--- config.mk ---
export PLATFORM = sky130hd
export DESIGN_NAME = led_blink_scheduler
export DESIGN_NICKNAME = d
export VERILOG_FILES = /design/src/rtl/led_sched_pkg.sv /design/src/rtl/rr_arbiter.sv /design/src/rtl/led_blink_scheduler.sv
export SDC_FILE = /design/constraint.sdc
export NUM_CORES = 1
export LEC_CHECK = 0
export CAP_MARGIN = 0
export CORE_UTILIZATION = 60
export CTS_CLUSTER_DIAMETER = 50
export DETAILED_ROUTE_END_ITERATION = 6
export DONT_BUFFER_PORTS = 1
export PLACE_DENSITY = 0.76
export REMOVE_ABC_BUFFERS = 1
export SKIP_CTS_REPAIR_TIMING = 1
export SYNTH_ARGS = -nofsm -noshare
export SYNTH_HDL_FRONTEND = slang
export SYNTH_SLANG_ARGS = --single-unit
--- constraint.sdc ---
create_clock -name CLK -period 5.99 [get_ports CLK]
set_input_delay 0.8985 -clock CLK [delete_from_list [all_inputs] [get_ports CLK]]
set_output_delay 0.8985 -clock CLK [all_outputs]
set_load 0.05 [all_outputs]
--- src/rtl/led_sched_pkg.sv ---
// Shared types and sizing helpers for the LED blink scheduler.
package led_sched_pkg;

  typedef enum logic [2:0] {
    ST_IDLE = 3'd0,
    ST_ON   = 3'd1,
    ST_OFF  = 3'd2,
    ST_FIN  = 3'd3,
    ST_GAP  = 3'd4
  } state_e;

  localparam int CNT_W = 4;

  // Width able to hold 0..v-1; never narrower than one bit.
  function automatic int cnt_w(input int v);
    return (v > 1) ? $clog2(v) : 1;
  endfunction

  function automatic int max3(input int a, input int b, input int c);
    int m;
    m = (a > b) ? a : b;
    return (m > c) ? m : c;
  endfunction

endpackage

--- src/rtl/rr_arbiter.sv ---
// Round-robin pick: first set request after the registered pointer, modulo NREQ.
module rr_arbiter #(
  parameter int NREQ  = 4,
  parameter int IDX_W = $clog2(NREQ)
) (
  input  logic             clk,
  input  logic             rst_n,
  input  logic [NREQ-1:0]  req,
  input  logic             update,
  output logic [NREQ-1:0]  gnt_oh,
  output logic [IDX_W-1:0] gnt_idx
);

  logic [IDX_W-1:0] ptr_q, ptr_d;
  logic [IDX_W-1:0] cand;
  logic             found;

  always_comb begin
    gnt_oh  = '0;
    gnt_idx = '0;
    found   = 1'b0;
    cand    = '0;
    for (int i = 1; i <= NREQ; i++) begin
      cand = IDX_W'((int'(ptr_q) + i) % NREQ);
      if (!found && req[cand]) begin
        found         = 1'b1;
        gnt_oh[cand]  = 1'b1;
        gnt_idx       = cand;
      end
    end
  end

  always_comb begin
    ptr_d = ptr_q;
    if (update && found) ptr_d = gnt_idx;
  end

  // Reset pointer to the last requester so requester 0 wins first.
  always_ff @(posedge clk or negedge rst_n) begin
    if (!rst_n) ptr_q <= IDX_W'(NREQ - 1);
    else        ptr_q <= ptr_d;
  end

endmodule

--- src/rtl/led_blink_scheduler.sv ---
// Shares one LED among NREQ requesters: round-robin grant, N blinks per job, enforced off gap.
module led_blink_scheduler
  import led_sched_pkg::*;
#(
  parameter int NREQ     = 4,
  parameter int TICK_DIV = 16000,
  parameter int SLOW_MS  = 500,
  parameter int FAST_MS  = 125,
  parameter int GAP_MS   = 1000
) (
  input  logic              CLK,
  input  logic              RESETN,
  input  logic [NREQ-1:0]   REQ,
  input  logic [4*NREQ-1:0] REQ_COUNT,
  input  logic [NREQ-1:0]   REQ_FAST,
  output logic [NREQ-1:0]   GNT,
  output logic              BUSY,
  output logic              DONE,
  output logic [2:0]        DONE_ID,
  output logic              LED
);

  localparam int PRE_W = cnt_w(TICK_DIV);
  localparam int PH_W  = cnt_w(max3(SLOW_MS, FAST_MS, GAP_MS));
  localparam int IDX_W = $clog2(NREQ);

  // Handshake: REQ is a level held until GNT; GNT stays high for the whole
  // job including the FIN cycle, where DONE pulses once with DONE_ID.
  state_e            state_q, state_d;
  logic [PRE_W-1:0]  pre_q, pre_d;
  logic [PH_W-1:0]   ph_q, ph_d;
  logic [CNT_W-1:0]  rem_q, rem_d;
  logic              fast_q, fast_d;
  logic              zero_q, zero_d;
  logic [NREQ-1:0]   gnt_q, gnt_d;
  logic [IDX_W-1:0]  win_q, win_d;

  logic              timed, tick, ph_end, arb_update;
  logic [PH_W-1:0]   ph_last;
  logic [NREQ-1:0]   arb_oh;
  logic [IDX_W-1:0]  arb_idx;
  logic [CNT_W-1:0]  sel_count;

  rr_arbiter #(.NREQ(NREQ), .IDX_W(IDX_W)) u_arb (
    .clk     (CLK),
    .rst_n   (RESETN),
    .req     (REQ),
    .update  (arb_update),
    .gnt_oh  (arb_oh),
    .gnt_idx (arb_idx)
  );

  assign sel_count = REQ_COUNT[CNT_W*int'(arb_idx) +: CNT_W];
  assign timed     = (state_q == ST_ON) || (state_q == ST_OFF) || (state_q == ST_GAP);
  assign tick      = timed && (pre_q == PRE_W'(TICK_DIV - 1));

  always_comb begin
    ph_last = fast_q ? PH_W'(FAST_MS - 1) : PH_W'(SLOW_MS - 1);
    if (state_q == ST_GAP) ph_last = PH_W'(GAP_MS - 1);
  end

  assign ph_end = tick && (ph_q == ph_last);

  always_comb begin
    state_d    = state_q;
    rem_d      = rem_q;
    fast_d     = fast_q;
    zero_d     = zero_q;
    gnt_d      = gnt_q;
    win_d      = win_q;
    arb_update = 1'b0;
    // Prescaler idles at zero outside timed states so every phase starts aligned.
    pre_d      = timed ? (tick ? '0 : pre_q + PRE_W'(1)) : '0;
    ph_d       = tick ? ph_q + PH_W'(1) : ph_q;

    case (state_q)
      ST_IDLE: begin
        ph_d = '0;
        if (|REQ) begin
          arb_update = 1'b1;
          gnt_d      = arb_oh;
          win_d      = arb_idx;
          rem_d      = sel_count;
          fast_d     = REQ_FAST[arb_idx];
          zero_d     = (sel_count == '0);
          state_d    = (sel_count == '0) ? ST_FIN : ST_ON;
        end
      end
      ST_ON: begin
        if (ph_end) begin
          rem_d   = rem_q - CNT_W'(1);
          ph_d    = '0;
          state_d = ST_OFF;
        end
      end
      ST_OFF: begin
        if (ph_end) begin
          ph_d    = '0;
          state_d = (rem_q == '0) ? ST_FIN : ST_ON;
        end
      end
      ST_FIN: begin
        gnt_d   = '0;
        ph_d    = '0;
        state_d = zero_q ? ST_IDLE : ST_GAP;
      end
      ST_GAP: begin
        if (ph_end) begin
          ph_d    = '0;
          state_d = ST_IDLE;
        end
      end
      default: begin
        gnt_d   = '0;
        ph_d    = '0;
        state_d = ST_IDLE;
      end
    endcase
  end

  always_ff @(posedge CLK or negedge RESETN) begin
    if (!RESETN) begin
      state_q <= ST_IDLE;
      pre_q   <= '0;
      ph_q    <= '0;
      rem_q   <= '0;
      fast_q  <= 1'b0;
      zero_q  <= 1'b0;
      gnt_q   <= '0;
      win_q   <= '0;
    end else begin
      state_q <= state_d;
      pre_q   <= pre_d;
      ph_q    <= ph_d;
      rem_q   <= rem_d;
      fast_q  <= fast_d;
      zero_q  <= zero_d;
      gnt_q   <= gnt_d;
      win_q   <= win_d;
    end
  end

  // All outputs decode registered state, so async reset clears them at once.
  assign GNT     = gnt_q;
  assign LED     = (state_q == ST_ON);
  assign BUSY    = (state_q != ST_IDLE);
  assign DONE    = (state_q == ST_FIN);
  assign DONE_ID = DONE ? 3'(win_q) : 3'd0;

endmodule

==> results.sh, run 1 <==
export IMPL_dr_first_iter_drc_count=139
export IMPL_grt_pass1_wl_mm=10.5
export IMPL_finalSetupViolCount=0
export IMPL_die_w_um=71.6
export IMPL_worstPathCellList="inv_1 -> ha_1 -> mux4_2 -> nand2b_4 -> a32o_1 -> o31ai_1 -> o32a_1 -> o41ai_1"
export IMPL_synthArstFlopShare_pct=100
export IMPL_fin_cells=367
export IMPL_ys_ff_latch=41
export IMPL_whs_ns=0.288
export IMPL_antenna_found_initial=0
export IMPL_synthTopCellsByArea="dfrtp_1 (34%), ha_1 (5.2%), nor2_1 (4.4%)"
export IMPL_fin_area_mm2=0.00301
export IMPL_syn_area_mm2=0.00291
export IMPL_critical_path_slowest_cell="dfstp_2"
export IMPL_vias_per_cell=6.39
export IMPL_path_clk_slew_ns=0.08
export IMPL_synth_most_common_cell="dfrtp_1"
export IMPL_num_rows=24
export IMPL_ant_nets=0
export IMPL_slew_violations=0
export IMPL_overflow=0
export IMPL_hpwlAfterDp_mm=4.44
export IMPL_r2r_end="zero_q"
export IMPL_avgSynthCellArea_um2=9.01
export IMPL_drc=0
export IMPL_num_antenna_cells=0
export IMPL_crit_arrival_ns=3.80
export IMPL_final_nets=352
export IMPL_cp_max_fo=18
export IMPL_place_inst=359
export IMPL_max_vdd_ir_drop_mv=0.0801
export IMPL_min_path_type="input port to asynchronous set/reset pin"
export IMPL_synthTopCellsByCount="dfrtp_1 (39), nor2_1 (34), nand2_1 (25)"
export IMPL_p_leak_nw=1.33
export IMPL_fin_crit_sh_pct=60.4
export IMPL_yosys_warnings=0
export IMPL_synth_edff_count=0
export IMPL_worst_pin_slew_ns=1.02
export IMPL_numPortBuffers=0
export IMPL_grt_max_degree=42
export IMPL_cts_buffers=5
export IMPL_rrSetupSlack_ns=2.37
export IMPL_pin_count=36
export IMPL_core_area_mm2=0.00450
export IMPL_cp_end_kind="flop"
export IMPL_vias=2345
export IMPL_htree_levels=2
export IMPL_fp_dieH_um=71.6
export IMPL_clockBufferDepth=2
export IMPL_cts_tree="built"
export IMPL_wl_mm=5.93
export IMPL_fin_setup_tns_ns=0
export IMPL_fmax_mhz=276
export IMPL_grt_pass1_vias=2241
export IMPL_drive_above_1_share_pct=8.25
export IMPL_rsz0062_at_grt="false"
export IMPL_max_cap_violations=0
export IMPL_synth_top_area_share_pct=33.5
export IMPL_p_per_area_mw_per_mm2=180
export IMPL_worstSetupStartpointType="flop"
export IMPL_gp_congestion=0.881
export IMPL_yosys_area_top_type="dfrtp_1"
export IMPL_r2r_start="u_arb.ptr_q[0]"
export IMPL_grtUsageTotal_pct=25.9
export IMPL_fillCellCount=382
export IMPL_die_area_mm2=0.00513
export IMPL_area_growth_pct=3.48
export IMPL_start_util_pct=64.6
export IMPL_status="completed"
export IMPL_critPathRequiredTime_ns=6.17
export IMPL_clkLatencyLatePin_ns=0.30
export IMPL_hold_viol=0
export IMPL_fin_worst_skew_ns=0.00768
export IMPL_seq_area_frac_synth_pct=35.4
export IMPL_cts_root_buffer="clkbuf_8"
export IMPL_max_stage_delay_ns=0.78
export IMPL_syn_inst=323
export IMPL_place_area_mm2=0.00289
export IMPL_period_needed_ns=3.62
export IMPL_synthFlopType="dfrtp_1"
export IMPL_cts_sinks=41
export IMPL_synth_cell_types=66
export IMPL_wl_per_cell_um=16.2
export IMPL_slew_headroom_pct=31.3
export IMPL_dr_pass1_iters=4
export IMPL_r2r_cells=8
export IMPL_crit_type="flop to flop"
-- state kept, by name (all words and copies together), names as in the netlist, 2 cells and up --
name / cells
win_q: 2
rem_q: 4
GNT: 4
pre_q: 14
u_arb.ptr_q: 2
ph_q: 10
state_q: 3
-- metal layers --
metal	GRT usage, %	up-vias	wire, um
li1	-	1169	-
met1	35.9	1114	2800
met2	41.5	55	2790
met3	4.78	7	259
met4	7.84	0	80
met5	0	-	0
-- area by class of cell --
class                   instances  area (um^2)  share of cell area (%)
flip-flops and latches         41         1030                    34.2
clock inverters                 1         30.0                   0.998
inverters                      17         63.8                    2.12
clock buffers                   7         86.3                    2.87
well taps                      52         65.1                    2.16
multi-input cells             249         1740                    57.7
-- kinds of logic (layout without fill, tap and decap cells) --
| kind of cell | Yosys count | in the layout | share of synthesized area, % |
|---|---|---|---|
| muxes | 8 | 8 | 4.65 |
| buffers and inverters | 33 | 25 | 5.12 |
| adders and majority gates | 12 | 12 | 5.16 |
| and+or+nand+nor | 130 | 130 | 23.6 |
| xor gates and xnor gates | 19 | 19 | 5.72 |
| AOI/OAI and AO/OA | 79 | 79 | 20.3 |
| DFF | 41 | 41 | 35.4 |
| other | 1 | 1 | 0.129 |
-- through the flow --
stage                     setup slack [ns]  power [mW]  utilization [%]
final                                 2.37       0.542             66.8
after global routing                  2.10       0.564             66.8
after CTS                             2.40       0.546             66.8
after detailed placement              2.43       0.317             64.3
after global placement                2.51       0.317             64.3
after floorplan                       2.73       0.312                -
-- worst max path at each step --
stage,from,endpoint
2_1_floorplan,state_q[0],DONE_ID[0]
3_3_place_gp,u_arb.ptr_q[0],zero_q
3_5_place_dp,u_arb.ptr_q[0],fast_q
4_1_cts,u_arb.ptr_q[0],zero_q
5_1_grt,u_arb.ptr_q[0],state_q[1]
6_report,u_arb.ptr_q[0],zero_q
-- where the power goes --
| part | switching [mW] | internal (mW) | total [mW] |
|---|---|---|---|
| combinational | 0.0199 | 0.0157 | 0.0357 |
| clock | 0.0940 | 0.136 | 0.230 |
| sequential | 0 | 0.277 | 0.277 |
| total | 0.114 | 0.428 | 0.542 |
-- critical path, delay by kind of cell (launching register included) --
| family | cells | cell delay [ns] |
|---|---|---|
| buffers and inverters | 1 | 0.27 |
| adder cells (fa/ha/maj) | 1 | 0.43 |
| AND/OR/NAND/NOR | 1 | 0.13 |
| AO/OA/AOI/OAI | 4 | 1.31 |
| multiplexers | 1 | 0.58 |
| flip-flops | 1 | 0.78 |
-- placed cells by master (no fill, tap or decap), types with 3 or more instances in the layout --
master	count
xor2_1	12
a211oi_1	4
and3_1	8
nand4_1	11
and4_1	3
and2_1	7
mux2_2	4
a221oi_1	4
o21ai_0	15
xnor2_1	7
a21oi_1	9
nor3_1	6
mux4_2	4
clkbuf_8	6
nand3_1	13
nor2_1	34
inv_1	17
ha_1	12
nand2b_1	4
a22oi_1	5
o31ai_1	4
o21ai_1	4
nand2_1	25
dfrtp_1	39
Note: power is estimated with default switching activity, not from simulation.
==> inputs of run 2 (changes only) <==
clock period = 3.8 ns   (was 5.99 ns; I/O delays follow)
==> results.sh, run 2 (synthesized netlist as in run 1, its figures left out) <==
export IMPL_status="completed"
export IMPL_layout_common_cells="dfrtp_1 (39), nor2_1 (34), nand2_1 (25)"
export IMPL_fin_util_pct=67.0
export IMPL_num_rows=24
export IMPL_place_inst=361
export IMPL_clockBufferDepth=2
export IMPL_overflow=0
export IMPL_top_register="pre_q"
export IMPL_antenna_found_initial=0
export IMPL_wl_per_cell_um=16.6
export IMPL_finalSetupViolCount=0
export IMPL_die_area_mm2=0.00513
export IMPL_slew_headroom_pct=39.6
export IMPL_fin_setup_tns_ns=0
export IMPL_min_path_type="input port to asynchronous set/reset pin"
export IMPL_p_per_area_mw_per_mm2=260
export IMPL_num_antenna_cells=0
export IMPL_cts_tree="built"
export IMPL_start_util_pct=64.6
export IMPL_pin_count=36
export IMPL_dr_first_iter_drc_count=102
export IMPL_final_nets=355
export IMPL_max_stage_delay_ns=0.78
export IMPL_cpLargestDelayFamily="compound AO/OA/AOI/OAI gates"
export IMPL_worstPathCellList="inv_1 -> ha_1 -> mux4_2 -> nand2b_4 -> a32o_1 -> o31ai_1 -> o32a_1 -> o41ai_1"
export IMPL_fin_worst_skew_ns=0.0103
export IMPL_max_cap_violations=0
export IMPL_period_needed_ns=3.42
export IMPL_largest_reg_flops=14
export IMPL_numPortBuffers=0
export IMPL_fp_dieH_um=71.6
export IMPL_worst_pin_slew_ns=0.898
export IMPL_path_clk_slew_ns=0.08
export IMPL_vias_per_cell=6.44
export IMPL_crit_type="flop to flop"
export IMPL_crit_arrival_ns=3.60
export IMPL_grt_pass1_vias=2311
export IMPL_fin_cells=370
export IMPL_vias=2381
export IMPL_gp_congestion=0.808
export IMPL_worstSetupStartpointType="flop"
export IMPL_grtUsageTotal_pct=26.7
export IMPL_grt_max_degree=42
export IMPL_ant_nets=0
export IMPL_fmax_mhz=293
export IMPL_max_vdd_ir_drop_mv=0.139
export IMPL_wl_mm=6.13
export IMPL_dr_pass1_iters=4
export IMPL_grt_pass1_wl_mm=10.7
export IMPL_hpwlAfterDp_mm=4.55
export IMPL_die_w_um=71.6
export IMPL_area_growth_pct=3.79
export IMPL_slew_violations=0
export IMPL_critical_path_slowest_cell="dfstp_2"
export IMPL_p_leak_nw=1.34
export IMPL_reg_top3="pre_q: 14 flops, ph_q: 10 flops"
export IMPL_critPathRequiredTime_ns=3.98
export IMPL_cp_end_kind="flop"
export IMPL_rsz0062_at_grt="false"
export IMPL_fillCellCount=373
export IMPL_cp_max_fo=18
export IMPL_clkLatencyLatePin_ns=0.30
export IMPL_core_area_mm2=0.00450
export IMPL_hold_viol=0
export IMPL_cp_num_buf_inv=1
export IMPL_mostFrequentLayoutCell="dfrtp_1"
export IMPL_drive_above_1_share_pct=9.12
export IMPL_fin_crit_sh_pct=89.9
export IMPL_cts_root_buffer="clkbuf_8"
export IMPL_cts_sinks=41
export IMPL_htree_levels=2
export IMPL_cts_buffers=5
export IMPL_drc=0
==> run 2: changes by cell type in the layout (fill, tap and decap cells not counted) <==
cell / delta
buf_4: +2
clkinv_2: +2
bufinv_16: -1
clkbuf_8: -1
buf_16: +1
==> run 2: per-layer routing <==
layer | global-route usage (%) | wire length [um]
met3 | 4.92 | 293
met2 | 43.7 | 2970
met5 | 0 | 0
met4 | 10.2 | 105
met1 | 35.2 | 2770
==> run 2: cell type report <==
class	count	area, um^2	share of cell area, %
Multi-Input combinational cell	249	1740	57.5
Sequential cell	41	1030	34.1
Clock buffer	6	72.6	2.40
Tap cell	52	65.1	2.15
Inverter	17	63.8	2.11
Timing Repair Buffer	3	42.5	1.41
Clock inverter	2	10.0	0.332
==> run 2: final timing paths <==
| check | start | endpoint | slack (ns) | cells after the start |
|---|---|---|---|---|
| min in group CLK | zero_q | state_q[2] | 0.48 | 1 |
| max reg2reg | u_arb.ptr_q[0] | state_q[1] | 0.38 | 8 |
| max | u_arb.ptr_q[0] | state_q[1] | 0.38 | 8 |
| min reg2reg | zero_q | state_q[2] | 0.48 | 1 |
| max in group asynchronous | RESETN | pre_q[2] | 3.51 | 1 |
| min | RESETN | pre_q[11] | 0.1 | 1 |
==> run 2: per-stage QoR <==
step / hold WS [ns] / area [um^2] / worst slack, ns / power, mW
after floorplan: 0.274 / 2820 / 0.538 / 0.492
after global placement: 0.275 / 2910 / 0.543 / 0.499
after detailed placement: 0.275 / 2910 / 0.421 / 0.500
after CTS: -0.0491 / 2990 / 0.390 / 0.779
after global routing: 0.0871 / 3020 / 0.125 / 0.820
final: 0.0990 / 3020 / 0.384 / 0.786
==> run 2: power by group <==
group | switching (mW) | total, mW | internal (mW)
logic | 0.0391 | 0.0669 | 0.0278
clock network | 0.156 | 0.283 | 0.127
registers | 0 | 0.436 | 0.436
total | 0.195 | 0.786 | 0.591
==> inputs of run 3 (changes only) <==
SYNTH_HIERARCHICAL = 1   (was unset)
==> results.sh, run 3 <==
export IMPL_max_cap_violations=0
export IMPL_pin_count=36
export IMPL_fillCellCount=361
export IMPL_seq_area_frac_synth_pct=35.6
export IMPL_ys_ff_latch=41
export IMPL_path_clk_slew_ns=0.08
export IMPL_grt_pass1_vias=2126
export IMPL_synth_most_common_cell="dfrtp_1"
export IMPL_hpwlAfterDp_mm=3.97
export IMPL_numPortBuffers=0
export IMPL_critPathRequiredTime_ns=4.04
export IMPL_mostFrequentLayoutCell="dfrtp_1"
export IMPL_clkLatencyLatePin_ns=0.30
export IMPL_num_antenna_cells=0
export IMPL_switchingPower_mw=0.259
export IMPL_syn_area_mm2=0.00289
export IMPL_synthArstFlopShare_pct=100
export IMPL_syn_inst=287
export IMPL_combPwrFrac_pct=19.8
export IMPL_rsz0062_at_grt="false"
export IMPL_synth_edff_count=0
export IMPL_fin_crit_sh_pct=94.0
export IMPL_cts_root_buffer="clkbuf_8"
export IMPL_slew_headroom_pct=54.7
export IMPL_htree_levels=2
export IMPL_drive_above_1_share_pct=18.0
export IMPL_synthTopCellsByArea="dfrtp_1 (34%), ha_1 (5.2%), mux4_2 (4.7%)"
export IMPL_worst_pin_slew_ns=0.671
export IMPL_reg_top3="pre_q: 14 flops, ph_q: 10 flops"
export IMPL_yosys_warnings=6
export IMPL_vias=2188
export IMPL_die_area_mm2=0.00510
export IMPL_final_nets=322
export IMPL_clockBufferDepth=2
export IMPL_rrSetupSlack_ns=0.23
export IMPL_top_register="pre_q"
export IMPL_fp_dieH_um=71.4
export IMPL_gp_congestion=0.846
export IMPL_slew_violations=0
export IMPL_period_needed_ns=3.57
export IMPL_largest_reg_flops=14
export IMPL_wl_per_cell_um=16.8
export IMPL_start_util_pct=64.2
export IMPL_p_per_area_mw_per_mm2=313
export IMPL_hold_viol=0
export IMPL_dr_first_iter_drc_count=107
export IMPL_p_leak_nw=1.30
export IMPL_min_path_type="input port to asynchronous set/reset pin"
export IMPL_wl_mm=5.66
export IMPL_critical_path_slowest_cell="dfstp_2"
export IMPL_crit_type="flop to flop"
export IMPL_p_clk_share_pct=31.8
export IMPL_drc=0
export IMPL_area_growth_pct=3.85
export IMPL_crit_top_cell="mux4_2"
export IMPL_cts_buffers=5
export IMPL_core_area_mm2=0.00450
export IMPL_layout_common_cells="dfrtp_1 (39), nand2_1 (25), nor2_1 (24)"
export IMPL_antenna_found_initial=0
export IMPL_cp_max_fo=11
export IMPL_cts_sinks=41
export IMPL_whs_ns=0.0973
export IMPL_power_switching_share_pct=27.6
export IMPL_finalSetupViolCount=0
export IMPL_grtUsageTotal_pct=23.9
export IMPL_fmax_mhz=280
export IMPL_synth_top_area_share_pct=33.8
export IMPL_worstSetupStartpointType="flop"
export IMPL_status="completed"
export IMPL_overflow=0
export IMPL_max_vdd_ir_drop_mv=0.203
export IMPL_fin_ws_ns=0.229
export IMPL_dr_pass1_iters=4
export IMPL_num_rows=24
export IMPL_ant_nets=0
export IMPL_dp_slack_ns=-0.0183
export IMPL_synth_cell_types=69
export IMPL_avgSynthCellArea_um2=10.1
export IMPL_grt_pass1_wl_mm=9.63
export IMPL_synthFlopType="dfrtp_1"
export IMPL_power_frac_seq_pct=48.3
export IMPL_cts_tree="built"
export IMPL_yosys_area_top_type="dfrtp_1"
export IMPL_cp_end_kind="flop"
export IMPL_vias_per_cell=6.51
export IMPL_worstPathCellList="inv_1 -> ha_1 -> mux4_2 -> inv_2 -> a2111oi_0 -> a31oi_2 -> mux4_2 -> nor4_2 -> o31ai_1 -> a211oi_1 -> a31o_2"
export IMPL_crit_arrival_ns=3.81
export IMPL_fin_worst_skew_ns=0.00669
export IMPL_grt_max_degree=42
export IMPL_synthTopCellsByCount="dfrtp_1 (39), nand2_1 (25), nor2_1 (24)"
export IMPL_p_int_mw=0.681
export IMPL_die_w_um=71.4
export IMPL_max_stage_delay_ns=0.66
run 3: cell type report:
class                           instances  area, um^2  area share (%)
Clock buffer                            6        82.6            2.75
Clock inverter                          1        7.51           0.250
Inverter                               11        41.3            1.38
Multi-Input combinational cell        218        1700            56.8
Sequential cell                        41        1030            34.3
Tap cell                               52        65.1            2.17
Timing Repair Buffer                    7        72.6            2.42
run 3: per-layer routing:
layer	vias to the layer above	share of wire [%]	GRT usage, %
li1	1055	-	-
met1	1063	47	32.6
met2	62	47	38.5
met3	8	4.9	4.92
met4	0	1.4	7.56
met5	-	0	0
run 3: critical path: cells and delay by family, from the launching register on:
kind / cells / cell delay, ns
flops: 1 / 0.66
simple gates: 1 / 0.33
mux: 2 / 0.94
compound gates: 5 / 0.99
fa+ha+maj: 1 / 0.40
buf+inv: 2 / 0.20
run 3: per-stage QoR:
| step | TNS (ns) | area [um^2] | cells | power, mW | utilization [%] |
|---|---|---|---|---|---|
| 2_1_floorplan | 0 | 2760 | 270 | 0.596 | - |
| 3_3_place_gp | 0 | 2870 | 328 | 0.629 | 63.7 |
| 3_5_place_dp | -0.0183 | 2870 | 328 | 0.633 | 63.7 |
| 4_1_cts | -0.0304 | 2960 | 335 | 0.931 | 65.8 |
| 5_1_grt | 0 | 3000 | 336 | 0.981 | 66.6 |
| 6_report | 0 | 3000 | 336 | 0.941 | 66.6 |
run 3: worst paths after layout:
check,from,end,cells after the start
worst max-delay path,u_arb/ptr_q[0],state_q[1],11
worst min-delay path,RESETN,pre_q[0],1
worst max register to register,u_arb/ptr_q[0],state_q[1],11
worst min register to register,zero_q,state_q[2],1
max in group asynchronous,RESETN,rem_q[1],1
min in group CLK,zero_q,state_q[2],1
run 3: cell families (layout without fill, tap and decap cells):
group           count (synthesis)  in the layout  share of synthesized area (%)
mux                            14             14                           8.79
buf+inv                        28             25                           5.89
fa+ha+maj                      12             12                           5.19
flops                          41             41                           35.6
xor+xnor                       14             14                           4.24
other cells                     1              1                          0.130
compound gates                 68             68                           19.0
simple gates                  109            109                           21.1
run 3: power by group through the flow:
stage	logic, mW	registers [mW]	clock network, mW
floorplan	0.131	0.465	0
CTS	0.170	0.455	0.307
finish	0.187	0.455	0.299
global route	0.204	0.456	0.321
detailed placement	0.169	0.464	0
global placement	0.166	0.463	0
